File: src/rtl/btn_pkg.sv
// Shared defaults, widths and FSM state type for the button event arbiter.
package btn_pkg;
   localparam int N_BTN_DEF      = 5;
   localparam int DEB_CYCLES_DEF = 50000;
   localparam int CODE_W         = 3;
   localparam int CNT_W          = 16;

   typedef enum logic {
      ST_IDLE  = 1'b0,
      ST_OFFER = 1'b1
   } arb_state_e;
endpackage

File: src/rtl/btn_debounce.sv
// One button: two-flop synchronizer, stability counter and debounced level.
// press is high in the cycle before the edge that accepts a 0->1 level change.
module btn_debounce #(
   parameter int DEB_CYCLES = btn_pkg::DEB_CYCLES_DEF
) (
   input  logic clk,
   input  logic rst,
   input  logic btn_raw,
   output logic press
);
   import btn_pkg::*;

   localparam logic [CNT_W-1:0] CNT_LAST = CNT_W'(DEB_CYCLES - 1);

   logic             sync1_q, sync2_q;
   logic             stable_q, stable_d;
   logic [CNT_W-1:0] cnt_q, cnt_d;
   logic             accept;

   assign accept = (sync2_q != stable_q) && (cnt_q == CNT_LAST);
   assign press  = accept && sync2_q;

   always_comb begin
      stable_d = stable_q;
      cnt_d    = cnt_q + 1'b1;
      if (sync2_q == stable_q) begin
         cnt_d = '0;
      end else if (accept) begin
         stable_d = sync2_q;
         cnt_d    = '0;
      end
   end

   always_ff @(posedge clk) begin
      if (rst) begin
         sync1_q  <= 1'b0;
         sync2_q  <= 1'b0;
         stable_q <= 1'b0;
         cnt_q    <= '0;
      end else begin
         sync1_q  <= btn_raw;
         sync2_q  <= sync1_q;
         stable_q <= stable_d;
         cnt_q    <= cnt_d;
      end
   end
endmodule

File: src/rtl/btn_event_arbiter.sv
// Debounces N_BTN buttons, queues one pending press per button and offers them
// to a valid/ready consumer in round-robin order; lost presses set a sticky flag.
module btn_event_arbiter #(
   parameter int N_BTN      = btn_pkg::N_BTN_DEF,
   parameter int DEB_CYCLES = btn_pkg::DEB_CYCLES_DEF
) (
   input  logic                        clk,
   input  logic                        rst,
   input  logic [N_BTN-1:0]            btn,
   output logic                        evt_valid,
   input  logic                        evt_ready,
   output logic [btn_pkg::CODE_W-1:0]  evt_code,
   output logic                        evt_drop
);
   import btn_pkg::*;

   logic [N_BTN-1:0]  press;
   logic [N_BTN-1:0]  pending_q, pending_d;
   logic [N_BTN-1:0]  clear_mask;
   logic              drop_now;
   arb_state_e        state_q;
   logic              valid_q, drop_q;
   logic [CODE_W-1:0] code_q, last_grant_q;
   logic [CODE_W-1:0] grant_idx, hi_idx;
   logic              grant_any, hi_found, grant_en;

   for (genvar gi = 0; gi < N_BTN; gi++) begin : g_deb
      btn_debounce #(.DEB_CYCLES(DEB_CYCLES)) u_deb (
         .clk     (clk),
         .rst     (rst),
         .btn_raw (btn[gi]),
         .press   (press[gi])
      );
   end

   // Lowest pending index above last_grant wins; otherwise wrap to lowest overall.
   always_comb begin
      grant_any = 1'b0;
      grant_idx = '0;
      hi_found  = 1'b0;
      hi_idx    = '0;
      for (int i = N_BTN - 1; i >= 0; i--) begin
         if (pending_q[i]) begin
            grant_any = 1'b1;
            grant_idx = CODE_W'(i);
            if (CODE_W'(i) > last_grant_q) begin
               hi_found = 1'b1;
               hi_idx   = CODE_W'(i);
            end
         end
      end
      if (hi_found) grant_idx = hi_idx;
   end

   assign grant_en = grant_any && ((state_q == ST_IDLE) || evt_ready);

   always_comb begin
      clear_mask = '0;
      for (int i = 0; i < N_BTN; i++) begin
         clear_mask[i] = grant_en && (grant_idx == CODE_W'(i));
      end
   end

   // A fresh press re-arms a bit that is being granted this cycle, so no loss there.
   assign pending_d = (pending_q & ~clear_mask) | press;
   assign drop_now  = |(press & pending_q & ~clear_mask);

   always_ff @(posedge clk) begin
      if (rst) begin
         state_q      <= ST_IDLE;
         valid_q      <= 1'b0;
         code_q       <= '0;
         drop_q       <= 1'b0;
         pending_q    <= '0;
         last_grant_q <= CODE_W'(N_BTN - 1);
      end else begin
         pending_q <= pending_d;
         drop_q    <= drop_q | drop_now;
         case (state_q)
            ST_IDLE: begin
               if (grant_en) begin
                  code_q       <= grant_idx;
                  last_grant_q <= grant_idx;
                  valid_q      <= 1'b1;
                  state_q      <= ST_OFFER;
               end
            end
            ST_OFFER: begin
               if (evt_ready) begin
                  if (grant_en) begin
                     code_q       <= grant_idx;
                     last_grant_q <= grant_idx;
                  end else begin
                     valid_q <= 1'b0;
                     state_q <= ST_IDLE;
                  end
               end
            end
            default: state_q <= ST_IDLE;
         endcase
      end
   end

   assign evt_valid = valid_q;
   assign evt_code  = code_q;
   assign evt_drop  = drop_q;
endmodule

File: config.mk
export PLATFORM = sky130hd
export DESIGN_NAME = btn_event_arbiter
export DESIGN_NICKNAME = d
export VERILOG_FILES = /design/src/rtl/btn_pkg.sv /design/src/rtl/btn_debounce.sv /design/src/rtl/btn_event_arbiter.sv
export SDC_FILE = /design/constraint.sdc
export NUM_CORES = 1
export LEC_CHECK = 0
export CAP_MARGIN = 10
export CORE_ASPECT_RATIO = 1.4
export CORE_MARGIN = 5
export CORE_UTILIZATION = 61
export DETAILED_ROUTE_END_ITERATION = 10
export PLACE_DENSITY = 0.83
export SYNTH_ARGS = -nofsm -noshare
export SYNTH_HDL_FRONTEND = slang
export SYNTH_SLANG_ARGS = --single-unit
File: constraint.sdc
create_clock -name clk -period 2.23 [get_ports clk]
set_input_delay 0.3345 -clock clk [delete_from_list [all_inputs] [get_ports clk]]
set_output_delay 0.3345 -clock clk [all_outputs]
set_load 0.005 [all_outputs]
==> qor.csv <==
stage,metric,value,unit
timing,tightest_slew,511,ps
timing,hold_viol_final,0,
grt,grt.overflow.total,0,
grt,grt_max_degree,33,
setup_path,cp-start-kind,flip-flop,
logic_synthesis,async_flop_share,0,
timing,whs,442,ps
logic_synthesis,synth_area,4540,sq um
drt,wirelength,7780,um
grt,grt_pass1_vias,3405,
die,initial_utilization,0.621,
logic_synthesis,ys_top_cells_by_area,"dfxtp_1, nor2_1, xor2_1",
cells_and_area,multi_input_area,2290,sq um
setup_path,cp.arrival,2230,ps
placed_design,globalplace.congestion,0.932,
drt,drtAntennaViolNets,0,
timing,min_period,2000,ps
logic_synthesis,synth_top_area_cell,dfxtp_1,
clock_tree,tritoncts,done,
drt,via_per_inst,5.45,
logic_synthesis,yosysUniqueCellTypes,50,
clock_tree,clk_latency,370,ps
logic_synthesis,ys_seq_area_frac,0.471,
timing,relSlewSlack,0.659,
grt,antenna_found_initial,0,
die,dieArea,9300,sq um
drt,vias,3413,
drt,drtIter0Drc,183,
timing,clock_skew,7.63,ps
timing,rsz0062_at_grt,no,
logic_synthesis,syn_inst,514,
grt,grt_pass1_wl,13900,um
logic_synthesis,ys_ff_latch,107,
clock_tree,ctsResizeCount,0,
clock_tree,cts_buffers,9,
flow_run,drv_cap,0,
hold_path,worstHoldPathType,flip-flop to flip-flop,
drt,wl_per_cell,12.4,um
clock_tree,clkTransAtPathRegs,90,ps
clock_tree,h-tree-depth,3,
setup_path,cp_max_fo,16,
placed_design,dpl-instance-area,4750,sq um
clock_tree,cts_root_buffer,clkbuf_8,
die,core,7310,sq um
die,die_x,82.9,um
setup_path,crit_required,2460,ps
drt,drc_errors,0,
cells_and_area,fin_nets,538,
cells_and_area,layout.area.seq,2140,sq um
logic_synthesis,synthTopCellsByCount,"nor2_1, dfxtp_1, xor2_1, nand3_1, xnor2_1",
cells_and_area,syn_to_final_growth,9.11,%
setup_path,end_kind,flip-flop,
logic_synthesis,synth_ff_type,dfxtp_1,
grt,grt_usage,0.177,
logic_synthesis,syn-num-nets,527,
pwr,peakVddDrop,0.530,mV
drt,drt_pass1_iterations,5,
placed_design,dpl.hpwl,5540,um
die,io-pin-count,13,
die,die_y,112,um
cells_and_area,layout-drive-gt1-share,0.0416,
setup_path,crit_type,flip-flop to flip-flop,
logic_synthesis,synth.most_common_cell,nor2_1,
timing,fin_tns_setup,0,ps
logic_synthesis,synth.avg_cell_area,8.84,sq um
timing,setup_viol,0,
timing,period_share,0.898,
pwr,leakage,1.66,nW
logic_synthesis,synth_edf_count,0,
die,rows,37,
logic_synthesis,synth_warnings,0,
logic_synthesis,synthDominantCellAreaShare,0.471,
clock_tree,post_cts_buffers,0,
outcome,status,"finished, final reports clean",
cells_and_area,fillerInstances,606,
cells_and_area,diodes,0,
clock_tree,cts_buffer_depth,2,
cells_and_area,fin_area,4960,sq um
clock_tree,holdBufCountCts,0,
timing,fmax,499,MHz
pwr,power.density,651,nW/um^2
pwr,total_power,3.23,mW
timing,drv_slew,0,
clock_tree,cts.sinks,107,
placed_design,port_buffers,12,
registers in the layout, indices dropped and copies added, names as in the netlist:
name and cells:
evt_code 1, evt_drop 1, evt_valid 1, g_deb.u_deb.cnt_q 80, g_deb.u_deb.stable_q 5, g_deb.u_deb.sync1_q 5, g_deb.u_deb.sync2_q 5, last_grant_q 3
pending_q 5, state_q 1
routing by layer:
metal / share of wire / global-route usage
met2: 0.50 / 0.311
met4: 0.031 / 0.0971
met5: 0 / 0
met1: 0.44 / 0.193
met3: 0.030 / 0.0463
final cells by class:
class	count	share of cell area
clock inverters	2	0.0121
flip-flops and latches	107	0.432
inverters	11	0.00833
clock buffers	13	0.0300
multi-input cells	381	0.462
repair buffers	15	0.0313
well taps	97	0.0245
path summary, 6_finish.rpt:
| kind | from | end | slack (ps) | cells after the start |
|---|---|---|---|---|
| worst max-delay path | g_deb[1].u_deb.cnt_q[0]$_SDFF_PP0_ | g_deb[1].u_deb.cnt_q[14]$_SDFF_PP0_ | 230 | 6 |
| worst min-delay path | g_deb[1].u_deb.sync1_q$_SDFF_PP0_ | g_deb[1].u_deb.sync2_q$_SDFF_PP0_ | 440 | 1 |
| worst max register to register | g_deb[1].u_deb.cnt_q[0]$_SDFF_PP0_ | g_deb[1].u_deb.cnt_q[14]$_SDFF_PP0_ | 230 | 6 |
| worst min register to register | g_deb[1].u_deb.sync1_q$_SDFF_PP0_ | g_deb[1].u_deb.sync2_q$_SDFF_PP0_ | 440 | 1 |
per-stage QoR:
stage,setup slack (ps),utilization,instances
after CTS,210,0.678,626
final,228,0.678,626
after floorplan,434,-,514
after global routing,44.2,0.678,626
after global placement,335,0.649,611
after detailed placement,247,0.649,611
critical path, cell delays in order, from the launching register on:
cell and delay, ps:
dfxtp_1 360, ha_1 180, and3_1 230, nand2_1 70, nor3_1 390, or3_1 500, nor2_1 130
kinds of logic (layout without fill, tap and decap cells):
kind of cell    count (synthesis)  after routing  synth area share
compound gates                 37             37            0.0520
xor+xnor                       70             70             0.135
fa+ha+maj                       5              5            0.0138
buf+inv                        26             41            0.0248
flops                         107            107             0.471
mux                             4              4           0.00881
simple gates                  265            265             0.294
report_power, final:
part           switching (mW)  internal [mW]  total (mW)
clock network           0.592          0.659        1.25
logic                  0.0252         0.0247      0.0499
registers             0.00666           1.92        1.93
total                   0.624           2.60        3.23
placed cells by master, fill, tap and decap left out, types with 4 or more instances in the layout:
| master | synthesis | routed |
|---|---|---|
| xnor2_1 | 31 | 31 |
| or3_1 | 10 | 10 |
| ha_1 | 5 | 5 |
| nor2b_1 | 14 | 14 |
| inv_1 | 11 | 11 |
| mux2i_1 | 4 | 4 |
| nor3_1 | 6 | 6 |
| a22oi_1 | 4 | 4 |
| and3_1 | 26 | 26 |
| clkbuf_8 | 0 | 10 |
| xor2_1 | 39 | 39 |
| clkdlybuf4s50_1 | 0 | 12 |
| nand3_1 | 32 | 32 |
| nor4b_1 | 4 | 4 |
| nand4_1 | 13 | 13 |
| dfxtp_1 | 107 | 107 |
| nor2_1 | 108 | 108 |
| o21ai_0 | 7 | 7 |
| a21oi_1 | 13 | 13 |
| nand2_1 | 29 | 29 |
Power figures use the tool's default switching activity.
